## src/rtl/cache_fill_if.sv

```systemverilog
// cache_fill_if: miss request, victim, cache array and main-memory signals of the fill engine
interface cache_fill_if #(
    parameter int ADDR_W = 16,
    parameter int DATA_W = 16,
    parameter int WORDS_PER_BLOCK = 8
);
    localparam int OFF = $clog2(WORDS_PER_BLOCK);
    logic              miss_detected;
    logic [ADDR_W-1:0] miss_address;
    logic              victim_dirty;
    logic [ADDR_W-1:0] victim_address;
    logic [DATA_W-1:0] cache_rdata;
    logic              mem_data_valid;
    logic [DATA_W-1:0] mem_rdata;
    logic              fsm_busy;
    logic              mem_en;
    logic              mem_wr;
    logic [ADDR_W-1:0] mem_addr;
    logic [DATA_W-1:0] mem_wdata;
    logic [OFF-1:0]    cache_word_sel;
    logic              write_data_array;
    logic [OFF-1:0]    fill_word;
    logic [DATA_W-1:0] fill_data;
    logic              write_tag_array;
    logic              done;
    modport master (
        input  miss_detected, miss_address, victim_dirty, victim_address,
               cache_rdata, mem_data_valid, mem_rdata,
        output fsm_busy, mem_en, mem_wr, mem_addr, mem_wdata, cache_word_sel,
               write_data_array, fill_word, fill_data, write_tag_array, done
    );
    modport slave (
        output miss_detected, miss_address, victim_dirty, victim_address,
               cache_rdata, mem_data_valid, mem_rdata,
        input  fsm_busy, mem_en, mem_wr, mem_addr, mem_wdata, cache_word_sel,
               write_data_array, fill_word, fill_data, write_tag_array, done
    );
endinterface

```

## src/rtl/cache_fill_engine.sv

```systemverilog
// cache_fill_engine: one-miss-at-a-time block fill with dirty victim write-back and optional critical-word-first
module cache_fill_engine #(
    parameter int ADDR_W = 16,
    parameter int DATA_W = 16,
    parameter int WORDS_PER_BLOCK = 8,
    parameter int CWF = 0
) (
    input logic clk,
    input logic rst_n,
    cache_fill_if.master bus
);
    localparam int OFF = $clog2(WORDS_PER_BLOCK);
    localparam int HI = ADDR_W - OFF - 1;
    localparam logic [OFF:0] W_N = (OFF+1)'(WORDS_PER_BLOCK);
    localparam logic [OFF:0] R_LAST = (OFF+1)'(WORDS_PER_BLOCK - 1);
    localparam logic [OFF-1:0] WB_LAST = OFF'(WORDS_PER_BLOCK - 1);
    typedef enum logic [1:0] {IDLE, WB, FILL, TAG} state_t;
    state_t            state_q;
    logic [HI-1:0]     base_q, vbase_q;
    logic [OFF-1:0]    start_q, wb_q;
    logic [OFF:0]      iss_q, ret_q;
    logic              busy_q, en_q, wr_q, tag_q, done_q;
    logic [ADDR_W-1:0] addr_q;
    logic              wr_fill;
    logic [OFF-1:0]    miss_start, iss_word;
    logic              unused_ok;
    function automatic logic [ADDR_W-1:0] word_addr(input logic [HI-1:0] hi, input logic [OFF-1:0] idx);
        return {hi, idx, 1'b0};
    endfunction
    assign miss_start = CWF != 0 ? bus.miss_address[OFF:1] : '0;
    assign iss_word = start_q + iss_q[OFF-1:0];
    assign wr_fill = state_q == FILL && bus.mem_data_valid && ret_q < W_N;
    assign unused_ok = ^{bus.miss_address[OFF:0], bus.victim_address[OFF:0]};
    always_ff @(posedge clk or negedge rst_n) begin
        if (!rst_n) begin
            state_q <= IDLE;
            base_q  <= '0;
            vbase_q <= '0;
            start_q <= '0;
            wb_q    <= '0;
            iss_q   <= '0;
            ret_q   <= '0;
            busy_q  <= 1'b0;
            en_q    <= 1'b0;
            wr_q    <= 1'b0;
            tag_q   <= 1'b0;
            done_q  <= 1'b0;
            addr_q  <= '0;
        end else begin
            done_q <= 1'b0;
            tag_q  <= 1'b0;
            case (state_q)
                IDLE: if (bus.miss_detected) begin
                    base_q  <= bus.miss_address[ADDR_W-1:OFF+1];
                    vbase_q <= bus.victim_address[ADDR_W-1:OFF+1];
                    start_q <= miss_start;
                    wb_q    <= '0;
                    ret_q   <= '0;
                    busy_q  <= 1'b1;
                    en_q    <= 1'b1;
                    wr_q    <= bus.victim_dirty;
                    state_q <= bus.victim_dirty ? WB : FILL;
                    iss_q   <= bus.victim_dirty ? '0 : (OFF+1)'(1);
                    addr_q  <= bus.victim_dirty ? word_addr(bus.victim_address[ADDR_W-1:OFF+1], '0)
                                                : word_addr(bus.miss_address[ADDR_W-1:OFF+1], miss_start);
                end
                WB: if (wb_q == WB_LAST) begin
                    state_q <= FILL;
                    wr_q    <= 1'b0;
                    addr_q  <= word_addr(base_q, start_q);
                    iss_q   <= (OFF+1)'(1);
                end else begin
                    wb_q   <= wb_q + 1'b1;
                    addr_q <= word_addr(vbase_q, wb_q + 1'b1);
                end
                FILL: begin
                    en_q <= iss_q < W_N;
                    if (iss_q < W_N) begin
                        addr_q <= word_addr(base_q, iss_word);
                        iss_q  <= iss_q + 1'b1;
                    end
                    if (wr_fill) begin
                        ret_q <= ret_q + 1'b1;
                        if (ret_q == R_LAST) begin
                            state_q <= TAG;
                            tag_q   <= 1'b1;
                            en_q    <= 1'b0;
                        end
                    end
                end
                default: begin
                    state_q <= IDLE;
                    busy_q  <= 1'b0;
                    done_q  <= 1'b1;
                end
            endcase
        end
    end
    assign bus.fsm_busy         = busy_q;
    assign bus.mem_en           = en_q;
    assign bus.mem_wr           = wr_q;
    assign bus.mem_addr         = addr_q;
    assign bus.mem_wdata        = DATA_W'(bus.cache_rdata);
    assign bus.cache_word_sel   = wb_q;
    assign bus.write_data_array = wr_fill;
    assign bus.fill_word        = start_q + ret_q[OFF-1:0];
    assign bus.fill_data        = DATA_W'(bus.mem_rdata);
    assign bus.write_tag_array  = tag_q;
    assign bus.done             = done_q;
endmodule

```

## src/flat_wrapper.sv

```systemverilog
// flat-port wrapper written by rule: the top's interface ports become plain ports
module cache_fill_engine_flat 
#(
    parameter int ADDR_W = 16,
    parameter int DATA_W = 16,
    parameter int WORDS_PER_BLOCK = 8,
    parameter int CWF = 0
)
  (clk, rst_n, bus_miss_detected, bus_miss_address, bus_victim_dirty, bus_victim_address, bus_cache_rdata, bus_mem_data_valid, bus_mem_rdata, bus_fsm_busy, bus_mem_en, bus_mem_wr, bus_mem_addr, bus_mem_wdata, bus_cache_word_sel, bus_write_data_array, bus_fill_word, bus_fill_data, bus_write_tag_array, bus_done);
  cache_fill_if #(.ADDR_W(ADDR_W), .DATA_W(DATA_W), .WORDS_PER_BLOCK(WORDS_PER_BLOCK)) bus_i ();
  input logic clk;
  input logic rst_n;
  input wire logic [$bits(bus_i.miss_detected)-1:0] bus_miss_detected;
  input wire logic [$bits(bus_i.miss_address)-1:0] bus_miss_address;
  input wire logic [$bits(bus_i.victim_dirty)-1:0] bus_victim_dirty;
  input wire logic [$bits(bus_i.victim_address)-1:0] bus_victim_address;
  input wire logic [$bits(bus_i.cache_rdata)-1:0] bus_cache_rdata;
  input wire logic [$bits(bus_i.mem_data_valid)-1:0] bus_mem_data_valid;
  input wire logic [$bits(bus_i.mem_rdata)-1:0] bus_mem_rdata;
  output wire logic [$bits(bus_i.fsm_busy)-1:0] bus_fsm_busy;
  output wire logic [$bits(bus_i.mem_en)-1:0] bus_mem_en;
  output wire logic [$bits(bus_i.mem_wr)-1:0] bus_mem_wr;
  output wire logic [$bits(bus_i.mem_addr)-1:0] bus_mem_addr;
  output wire logic [$bits(bus_i.mem_wdata)-1:0] bus_mem_wdata;
  output wire logic [$bits(bus_i.cache_word_sel)-1:0] bus_cache_word_sel;
  output wire logic [$bits(bus_i.write_data_array)-1:0] bus_write_data_array;
  output wire logic [$bits(bus_i.fill_word)-1:0] bus_fill_word;
  output wire logic [$bits(bus_i.fill_data)-1:0] bus_fill_data;
  output wire logic [$bits(bus_i.write_tag_array)-1:0] bus_write_tag_array;
  output wire logic [$bits(bus_i.done)-1:0] bus_done;
  assign bus_i.miss_detected = bus_miss_detected;
  assign bus_i.miss_address = bus_miss_address;
  assign bus_i.victim_dirty = bus_victim_dirty;
  assign bus_i.victim_address = bus_victim_address;
  assign bus_i.cache_rdata = bus_cache_rdata;
  assign bus_i.mem_data_valid = bus_mem_data_valid;
  assign bus_i.mem_rdata = bus_mem_rdata;
  assign bus_fsm_busy = bus_i.fsm_busy;
  assign bus_mem_en = bus_i.mem_en;
  assign bus_mem_wr = bus_i.mem_wr;
  assign bus_mem_addr = bus_i.mem_addr;
  assign bus_mem_wdata = bus_i.mem_wdata;
  assign bus_cache_word_sel = bus_i.cache_word_sel;
  assign bus_write_data_array = bus_i.write_data_array;
  assign bus_fill_word = bus_i.fill_word;
  assign bus_fill_data = bus_i.fill_data;
  assign bus_write_tag_array = bus_i.write_tag_array;
  assign bus_done = bus_i.done;
  cache_fill_engine #(.ADDR_W(ADDR_W), .DATA_W(DATA_W), .WORDS_PER_BLOCK(WORDS_PER_BLOCK), .CWF(CWF)) u_core (.clk(clk), .rst_n(rst_n), .bus(bus_i));
endmodule
```

## config.mk

```make
export PLATFORM = sky130hd
export DESIGN_NAME = cache_fill_engine_flat
export DESIGN_NICKNAME = d
export VERILOG_FILES = /design/src/rtl/cache_fill_if.sv /design/src/rtl/cache_fill_engine.sv /design/src/flat_wrapper.sv
export SDC_FILE = /design/constraint.sdc
export NUM_CORES = 1
export LEC_CHECK = 0
export BUFFER_PORTS_ARGS = -buffer_cell sky130_fd_sc_hd__clkbuf_2
export CORE_MARGIN = 2
export CORE_UTILIZATION = 47
export CTS_BUF_LIST = sky130_fd_sc_hd__clkbuf_16
export CTS_CLUSTER_DIAMETER = 60
export CTS_CLUSTER_SIZE = 10
export DETAILED_ROUTE_END_ITERATION = 10
export PLACE_DENSITY = 0.77
export SYNTH_ARGS = -nofsm -noshare
export SYNTH_HDL_FRONTEND = slang
export SYNTH_SLANG_ARGS = --single-unit
```

## constraint.sdc

```tcl
create_clock -name clk -period 2.3 [get_ports clk]
set_input_delay 0.23 -clock clk [delete_from_list [all_inputs] [get_ports clk]]
set_output_delay 0.23 -clock clk [all_outputs]
set_load 0.01 [all_outputs]
```

==> reports/qor.csv, run 1 <==
stage,metric,value,unit
outcome,outcome,finished clean,
setup_path,WP data arrival,2.26,ns
logic_synthesis,Synth Area in XOR/XNOR,0,%
logic_synthesis,Synth cell types,41,
placed_design,routability cong.,0.8024,
pwr,share of power burned in registers,31.7,%
clocking,clk slew on worst S/H paths,0.05,ns
global_route,largest net degree at the start of global routing,35,
setup_path,R2R Setup Slk,0.31,ns
clocking,cts hold-fix bufs,1,
setup_path,Setup crit end kind,register,
final_layout,"Design Area, Final",3762,um2
sta,final max-slew violation count,0,
pwr,Tot Pwr,5.570,mW
logic_synthesis,"area leader, netlist",dfrtp_1,
drt,routed vias,2467,
clocking,worst-skew pair later-pin latency,0.33,ns
setup_path,Critical path origin,u_core.state_q[1]$_DFFE_PN0P_,
floorplanning,die width,87.98,um
clocking,cts repair resizes,0,
clocking,clk sinks,57,
placed_design,Post-Place Cells,418,
sta,final hold viol count,0,
sta,FMAX,502.9,MHz
global_route,initial antenna violation count,0,
floorplanning,die area,7740,um2
logic_synthesis,Compound-Gate Fraction of Synth Area,19.86,%
final_layout,"Net count, final",412,
pwr,PD cells,1481,nW/um2
clocking,Clock Tree Buf Depth,2,
logic_synthesis,mux cell area share after synthesis,12.87,%
clocking,Num CTS Buffers,9,
sta,Tcrit/Tclk final,86.45,%
sta,Final Skew,0.007565,ns
floorplanning,Initial Util,48.78,%
drt,DR pass1 iterations,4,
setup_path,Reg-to-Reg End,u_core.bus.mem_addr[8]$_DFFE_PN0P_,
pwr,Pleak,1.768,nW
drt,Final ANT Viol Nets,0,
logic_synthesis,Post-Syn Area,3314,um2
sta,fin crit period,1.988,ns
logic_synthesis,post-synthesis sequential area ratio,43.04,%
logic_synthesis,post-synthesis average cell area,10.56,um2
drt,Initial DRC Count,142,
logic_synthesis,Syn. warnings,0,
global_route,GRT Util Overall,19.31,%
logic_synthesis,post-synthesis adder-cell area fraction,3.398,%
clocking,postcts setup bufs,0,
job,MaxCap Viol Count,0,
drt,vias per inst,5.671,
pwr,Peak VDD IR,816.2,uV
logic_synthesis,synthesis-stage register bit count,57,
logic_synthesis,largest family of logic cells by synthesized area,compound AO/OA/AOI/OAI gates,
setup_path,FF-to-FF Start,u_core.state_q[1]$_DFFE_PN0P_,
clocking,CTS root buffer,clkbuf_16,
placed_design,Placed Area,3441,um2
logic_synthesis,simple-gate share of the synthesized area,8.909,%
pwr,Sw Share,36.40,%
pwr,Sw Pwr,2.028,mW
logic_synthesis,top_reg_cell synth,dfrtp_1,
sta,worst setup margin,0.3116,ns
setup_path,crit path to,u_core.bus.mem_addr[8]$_DFFE_PN0P_,
sta,setup violators final,0,
pwr,Internal,3.543,mW
final_layout,Final Core Density,55.38,%
placed_design,port buffer count,55,
setup_path,R2R depth,7,
floorplanning,I/O pin count,129,
hold_path,Hold Crit Class,in -> reg,
logic_synthesis,Synth top area share,43.04,%
final_layout,FILL cells,582,
setup_path,Critical Path RT,2.57,ns
final_layout,Layout area overhead,13.51,%
global_route,vias in the first global route,2486,
logic_synthesis,largest cells by area after synthesis,"dfrtp_1 43%, mux2_2 13%, buf_4 8.2%",
final_layout,antenna diode count,0,
setup_path,CP max FO,24,
floorplanning,core area,6794,um2
placed_design,Placement Setup Slack,0.3239,ns
drt,WL/cell,15.96,um
logic_synthesis,fraction of registers with async set/reset,100.0,%
drt,final wirelength,6.942,mm
clocking,CTS H-tree depth,3,
drt,DRC viols,0,
sta,Worst-Margin Slew,0.6222,ns
floorplanning,Row Count,30,
sta,normalized max-slew margin,58.52,%
placed_design,post-detail-place hpwl,4.633,mm
final_layout,fin cells,435,
sta,Fin Setup TNS,0,ns
global_route,global-route wire length before repair,11.43,mm
pwr,combinational group share of total power,43.5,%
logic_synthesis,"EDFF count, synth",0,
setup_path,CP Launch Type,register,
pwr,Clock power frac,24.8,%
sta,Worst Hold Margin,0.1416,ns
logic_synthesis,Post-Synthesis Cells,314,
logic_synthesis,post-synthesis net count,392,
sta,RSZ-0062 raised after global routing,false,
clocking,TritonCTS clock tree,built,
setup_path,critical setup path kind,reg -> reg,
final_layout,layout cells sized above 1,35.69,%
floorplanning,die height,87.98,um
global_route,GRT overflow,0,
[final cells by class]
class	count	area [um2]	area share, %
Timing Repair Buffer	65	377.9	10.04
Sequential cell	57	1426	37.91
Clock inverter	7	86.33	2.295
Multi-Input combinational cell	193	1496	39.77
Inverter	8	30.03	0.7981
Tap cell	96	120.1	3.193
Clock buffer	9	225.2	5.986
[state kept, by name, summed over array words and instances (netlist names), 2 cells and up]
register                   cells
u_core.base_q                 12
u_core.ret_q                   4
u_core.vbase_q                12
u_core.bus.mem_addr           15
u_core.iss_q                   4
u_core.state_q                 2
u_core.bus.cache_word_sel      3
[synth_stat cells (all sizes together), types with 5 or more instances]
cell    instances
o31ai           7
mux2           37
a211oi         24
buf            45
o21ai          12
ha              9
clkbuf         11
a22o            5
inv             8
nor2            6
nand2          13
a22oi          13
nor2b          16
a21oi           8
a21o           13
dfrtp          57
[cell usage in the layout, fill, tap and decap left out, types with 2 or more instances in the layout]
cell type / count
a22oi_1: 13
nand2_1: 13
ha_1: 9
a21o_1: 13
bufinv_16: 2
a22o_1: 5
clkbuf_16: 9
buf_12: 2
and2_1: 2
nand3b_1: 2
dfrtp_1: 57
o21ai_0: 12
nor2b_1: 15
a211oi_1: 24
clkbuf_2: 55
or3_1: 3
buf_4: 7
nor3_1: 4
clkinv_2: 3
inv_1: 9
o31ai_1: 7
nand3_1: 3
mux2_2: 37
a21oi_1: 8
nor2_1: 6
[worst min path at each step]
| stage | end | from | cells after the start |
|---|---|---|---|
| 2_1_floorplan | u_core.base_q[0]$_DFFE_PN0P_ | rst_n | 0 |
| 3_3_place_gp | u_core.bus.mem_addr[3]$_DFFE_PN0P_ | rst_n | 1 |
| 3_5_place_dp | u_core.bus.mem_addr[3]$_DFFE_PN0P_ | rst_n | 1 |
| 4_1_cts | u_core.base_q[4]$_DFFE_PN0P_ | bus_miss_address[8] | 2 |
| 5_1_grt | u_core.base_q[10]$_DFFE_PN0P_ | bus_miss_address[14] | 2 |
| 6_report | u_core.base_q[4]$_DFFE_PN0P_ | bus_miss_address[8] | 2 |
[cell families after synthesis]
logic type      count (synthesis)
simple gates                   54
buf+inv                        64
mux                            38
other cells                     1
fa+ha+maj                       9
compound gates                 91
flops                          57
[worst max-delay path, cell delays in order, from the launching register on]
cell	delay, ns
dfrtp_1	0.43
inv_1	0.09
ha_1	0.20
nor2b_4	0.15
or3_1	0.49
buf_12	0.22
a211oi_1	0.22
a21o_1	0.12
[power groups by stage]
stage	clock network, mW	registers [mW]	logic (mW)
final	1.38	1.77	2.42
after global routing	1.45	1.82	2.70
after CTS	1.41	1.76	2.44
after detailed placement	0	1.77	2.42
after global placement	0	1.74	2.34
after floorplan	0	1.77	1.79
[routing by layer]
layer	part of all wire [%]	track usage, %	routed length, um	vias to the layer above
met2	47	30.72	3264	108
met5	0	0	0	-
met3	8.3	6.975	576	11
met1	44	24.06	3025	1197
met4	1.1	7.552	76	0
li1	-	-	-	1151
Note: power is estimated with default switching activity, not from simulation.
==> inputs of run 2 (changes only) <==
RECOVER_POWER = 50   (was unset)
==> run 2 against run 1 <==
  * Total power decreased by 0.59%
  * Core utilization fell by 0.42 points
  * Critical path depth unchanged
==> reports/qor.csv, run 2 (synthesis results as in run 1) <==
stage,metric,value,unit
sta,final hold viol count,0,
setup_path,critical setup path kind,reg -> reg,
clocking,TritonCTS clock tree,built,
final_layout,max reg flops,15,
pwr,Tot Pwr,5.538,mW
sta,setup violators final,0,
outcome,outcome,finished clean,
placed_design,port buffer count,55,
final_layout,area of the multi-input gates,1496,um2
final_layout,FF/Latch Area,1426,um2
final_layout,"Net count, final",412,
floorplanning,die width,87.98,um
setup_path,Critical path origin,u_core.state_q[1]$_DFFE_PN0P_,
final_layout,fin cells,435,
sta,worst setup margin,0.3039,ns
clocking,Clock Tree Buf Depth,2,
setup_path,WP data arrival,2.27,ns
placed_design,Placed Area,3441,um2
hold_path,Hold Crit Class,in -> reg,
sta,Fin Setup TNS,0,ns
setup_path,"slowest stage delay, CP",0.50,ns
drt,DRC viols,0,
global_route,vias in the first global route,2486,
setup_path,FF-to-FF Start,u_core.state_q[1]$_DFFE_PN0P_,
final_layout,"Design Area, Final",3734,um2
placed_design,Post-Place Cells,418,
final_layout,"commonest non-fill, non-tap cell in the layout",dfrtp_1,
drt,WL/cell,16.06,um
setup_path,CP max FO,24,
global_route,largest net degree at the start of global routing,35,
final_layout,most frequent cells in the layout,"57 x dfrtp_1, 37 x mux2_2, 32 x clkbuf_2",
setup_path,R2R depth,7,
final_layout,FILL cells,595,
hold_path,hold_sp,bus_miss_address[8],
sta,Tcrit/Tclk final,86.79,%
floorplanning,die height,87.98,um
drt,routed vias,2470,
floorplanning,die area,7740,um2
drt,vias per inst,5.678,
setup_path,CP Cell Sequence,inv_1 > ha_1 > nor2b_4 > or3_1 > buf_12 > a211oi_1 > a21o_1,
placed_design,routability cong.,0.8024,
floorplanning,Initial Util,48.78,%
pwr,PD cells,1483,nW/um2
sta,fin crit period,1.996,ns
placed_design,post-detail-place hpwl,4.633,mm
drt,DR pass1 iterations,4,
clocking,CTS root buffer,clkbuf_16,
setup_path,Setup crit end kind,register,
floorplanning,Row Count,30,
setup_path,CP Launch Type,register,
pwr,Peak VDD IR,799.1,uV
job,MaxCap Viol Count,0,
sta,RSZ-0062 raised after global routing,false,
sta,final max-slew violation count,0,
global_route,global-route wire length before repair,11.43,mm
clocking,CTS H-tree depth,3,
clocking,Num CTS Buffers,9,
clocking,clk sinks,57,
sta,normalized max-slew margin,10.32,%
final_layout,antenna diode count,0,
final_layout,Layout area overhead,12.65,%
clocking,clk slew on worst S/H paths,0.05,ns
hold_path,hold path depth,2,
global_route,GRT overflow,0,
sta,FMAX,501.0,MHz
final_layout,layout cells sized above 1,28.91,%
floorplanning,core area,6794,um2
pwr,Pleak,1.695,nW
placed_design,Placement Setup Slack,0.3239,ns
sta,Worst-Margin Slew,1.345,ns
sta,Final Skew,0.008183,ns
drt,final wirelength,6.986,mm
drt,Initial DRC Count,112,
setup_path,highest-delay cell along the critical path,or3_1,
setup_path,Critical Path RT,2.57,ns
global_route,initial antenna violation count,0,
floorplanning,I/O pin count,129,
clocking,worst-skew pair later-pin latency,0.33,ns
global_route,GRT Util Overall,19.31,%
drt,Final ANT Viol Nets,0,
## run 2: final timing paths
check | endpoint | slack (ns)
setup / recovery | u_core.bus.mem_addr[8]$_DFFE_PN0P_ | 0.30
max in group asynchronous | u_core.bus.done$_DFF_PN0_ | 0.75
hold / removal | u_core.base_q[4]$_DFFE_PN0P_ | 0.14
min in group asynchronous | u_core.bus.mem_addr[1]$_DFFE_PN0P_ | 0.74
setup reg to reg | u_core.bus.mem_addr[8]$_DFFE_PN0P_ | 0.30
hold reg to reg | u_core.bus.mem_addr[10]$_DFFE_PN0P_ | 0.47
## run 2: metrics by stage
step	util, %	hold WS [ns]
after floorplan	-	-0.06559
after global placement	50.64	0.2789
after detailed placement	50.64	0.2761
after CTS	55.38	0.1347
after global routing	54.95	0.1477
final	54.95	0.1401
## run 2: critical path, delay by kind of cell, from the launching register on
| family | cells | cell delay (ns) |
|---|---|---|
| AND/OR/NAND/NOR | 2 | 0.65 |
| flip-flops | 1 | 0.43 |
| AO/OA/AOI/OAI | 2 | 0.35 |
| adder cells (fa/ha/maj) | 1 | 0.20 |
| buffers and inverters | 2 | 0.32 |
## run 2: final cells by class
| type | count | share of cell area (%) |
|---|---|---|
| sequential | 57 | 38.20 |
| inverter | 8 | 0.8043 |
| tap | 96 | 3.217 |
| multi-input combinational | 193 | 40.08 |
| clock inverter | 7 | 2.312 |
| clock buffer | 9 | 6.032 |
| timing repair buffer | 65 | 9.350 |
## run 2: what timing repair did
item                      in CTS  in global routing
hold buffers                   1                  0
setup buffers                  0                  0
gates resized for setup        0                  0
hold endpoints to repair      23                  0
## run 2: power breakdown
part / leakage, nW / switching (mW) / internal, mW
registers: 0.708 / 0.311 / 1.45
clock network: 0.156 / 0.451 / 0.935
logic: 0.830 / 1.27 / 1.12
total: 1.69 / 2.03 / 3.50
## run 2: per-layer routing
metal	up-vias	track usage, %	share of wire, %
met2	105	30.72	47
met4	0	7.552	1.1
li1	1149	-	-
met3	11	6.975	8.3
met5	-	0	0
met1	1205	24.06	43
==> inputs of run 3 (changes only) <==
BUFFER_PORTS_ARGS = unset   (was -buffer_cell sky130_fd_sc_hd__clkbuf_2)
DONT_BUFFER_PORTS = 1   (was unset)
PLACE_DENSITY = unset   (was 0.77)
==> run 3 against run 2 <==
  * Global-route usage fell by 0.14 points
  * Combinational power fell by 12%
  * Routed wire length fell by 3.7%
  * Die area did not move
  * Sequential cell count did not move
  * Final area fell by 6.3%
  * Critical endpoint is now u_core.bus.mem_addr[4]$_DFFE_PN0P_
  * Largest power group unchanged
  * Highest routed layer unchanged
==> reports/qor.csv, run 3 (synthesis results as in run 1) <==
stage,metric,value,unit
setup_path,Reg-to-Reg End,u_core.bus.mem_addr[4]$_DFFE_PN0P_,
floorplanning,die height,87.98,um
sta,Fin Setup TNS,0,ns
pwr,Pleak,1.541,nW
global_route,largest net degree at the start of global routing,58,
pwr,share of power burned in registers,33.8,%
drt,final wirelength,6.731,mm
clocking,clk slew on worst S/H paths,0.05,ns
clocking,CTS root buffer,clkbuf_16,
final_layout,max reg flops,15,
placed_design,post-detail-place hpwl,4.432,mm
final_layout,layout cells sized above 1,23.43,%
final_layout,"commonest non-fill, non-tap cell in the layout",dfrtp_1,
clocking,clk sinks,57,
sta,Final Skew,0.004093,ns
sta,fin crit period,1.967,ns
pwr,Sw Share,35.75,%
sta,Tcrit/Tclk final,85.50,%
final_layout,Layout area overhead,5.549,%
pwr,PD cells,1558,nW/um2
drt,routed vias,2244,
floorplanning,die area,7740,um2
sta,RSZ-0062 raised after global routing,false,
clocking,worst-skew pair later-pin latency,0.32,ns
setup_path,Critical Path RT,2.52,ns
placed_design,routability cong.,0.7598,
drt,Final ANT Viol Nets,0,
sta,final hold viol count,0,
sta,final max-slew violation count,0,
hold_path,Hold Crit Class,in -> reg,
final_layout,most frequent cells in the layout,"57 x dfrtp_1, 37 x mux2_2, 24 x a211oi_1",
setup_path,FF-to-FF Start,u_core.bus.cache_word_sel[1]$_DFFE_PN0P_,
pwr,Sw Pwr,1.948,mW
setup_path,R2R Setup Slk,0.33,ns
drt,DR pass1 iterations,4,
drt,Initial DRC Count,136,
setup_path,WP data arrival,2.18,ns
setup_path,R2R depth,7,
pwr,Tot Pwr,5.450,mW
pwr,Peak VDD IR,682.0,uV
clocking,TritonCTS clock tree,built,
drt,DRC viols,0,
setup_path,Setup crit end kind,register,
setup_path,CP max FO,20,
setup_path,CP Launch Type,register,
drt,vias per inst,5.874,
clocking,postcts setup bufs,0,
hold_path,hold endpoint,u_core.base_q[4]$_DFFE_PN0P_,
sta,setup violators final,0,
sta,normalized max-slew margin,4.626,%
placed_design,port buffer count,0,
final_layout,"Net count, final",359,
global_route,GRT Util Overall,19.17,%
clocking,Clock Tree Buf Depth,2,
clocking,cts hold-fix bufs,2,
global_route,initial antenna violation count,0,
sta,FMAX,508.5,MHz
global_route,GRT overflow,0,
drt,WL/cell,17.62,um
sta,Worst Hold Margin,0.05067,ns
outcome,outcome,finished clean,
floorplanning,die width,87.98,um
clocking,CTS H-tree depth,3,
sta,Worst-Margin Slew,1.431,ns
pwr,combinational group share of total power,38.7,%
floorplanning,Row Count,30,
clocking,cts repair resizes,0,
final_layout,antenna diode count,0,
global_route,vias in the first global route,2323,
hold_path,hold_sp,bus_miss_address[8],
setup_path,critical setup path kind,reg -> reg,
floorplanning,Initial Util,48.78,%
floorplanning,I/O pin count,129,
job,MaxCap Viol Count,0,
pwr,Clock power frac,27.5,%
global_route,global-route wire length before repair,11.43,mm
floorplanning,core area,6794,um2
hold_path,hold path depth,1,
clocking,Num CTS Buffers,9,
pwr,Internal,3.502,mW
-- run 3: per-layer routing --
layer / track usage (%) / vias up / wire (um)
met5: 0 / - / 0
met4: 6.853 / 0 / 102
met3: 6.786 / 14 / 448
met2: 30.92 / 69 / 3158
met1: 23.83 / 1119 / 3021
li1: - / 1042 / -
-- run 3: worst max path at each step --
stage	to	slack (ns)	start
after floorplan	u_core.bus.mem_addr[13]$_DFFE_PN0P_	0.41	u_core.bus.cache_word_sel[0]$_DFFE_PN0P_
after global placement	u_core.bus.mem_addr[6]$_DFFE_PN0P_	0.36	u_core.bus.cache_word_sel[1]$_DFFE_PN0P_
after detailed placement	u_core.bus.mem_addr[15]$_DFFE_PN0P_	0.34	u_core.bus.cache_word_sel[1]$_DFFE_PN0P_
after CTS	u_core.bus.mem_addr[4]$_DFFE_PN0P_	0.33	u_core.bus.cache_word_sel[1]$_DFFE_PN0P_
after global routing	u_core.bus.mem_addr[4]$_DFFE_PN0P_	0.19	u_core.bus.cache_word_sel[1]$_DFFE_PN0P_
final	u_core.bus.mem_addr[4]$_DFFE_PN0P_	0.33	u_core.bus.cache_word_sel[1]$_DFFE_PN0P_
-- run 3: worst max-delay path, stage by stage, from the launching register on --
cell and delay [ns]:
dfrtp_1 0.44, ha_1 0.23, ha_1 0.15, buf_4 0.25, mux2_2 0.36, a22oi_1 0.15
a211oi_1 0.10, a21o_1 0.17
-- run 3: area by class of cell --
type / count / area (um2)
Tap cell: 96 / 120.1
Multi-Input combinational cell: 193 / 1496
Sequential cell: 57 / 1426
Timing Repair Buffer: 12 / 90.09
Fill cell: 628 / 3296
Clock inverter: 7 / 110.1
Clock buffer: 9 / 225.2
Inverter: 8 / 30.03
-- run 3: metrics by stage --
step                      utilization (%)  worst slack, ns  std cells  instance area (um2)
after floorplan                         -           0.4051        314                 3314
after global placement              46.34           0.3571        364                 3148
after detailed placement            46.34           0.3405        364                 3148
after CTS                           51.82           0.3272        382                 3521
after global routing                51.49           0.1900        382                 3498
final                               51.49           0.3334        382                 3498
-- run 3: power groups by stage --
stage | Combinational (mW) | Sequential (mW) | Clock [mW]
after floorplan | 1.79 | 1.77 | 0
after global placement | 2.05 | 1.85 | 0
after detailed placement | 2.11 | 1.86 | 0
after CTS | 2.14 | 1.85 | 1.53
after global routing | 2.37 | 1.91 | 1.58
final | 2.11 | 1.84 | 1.50
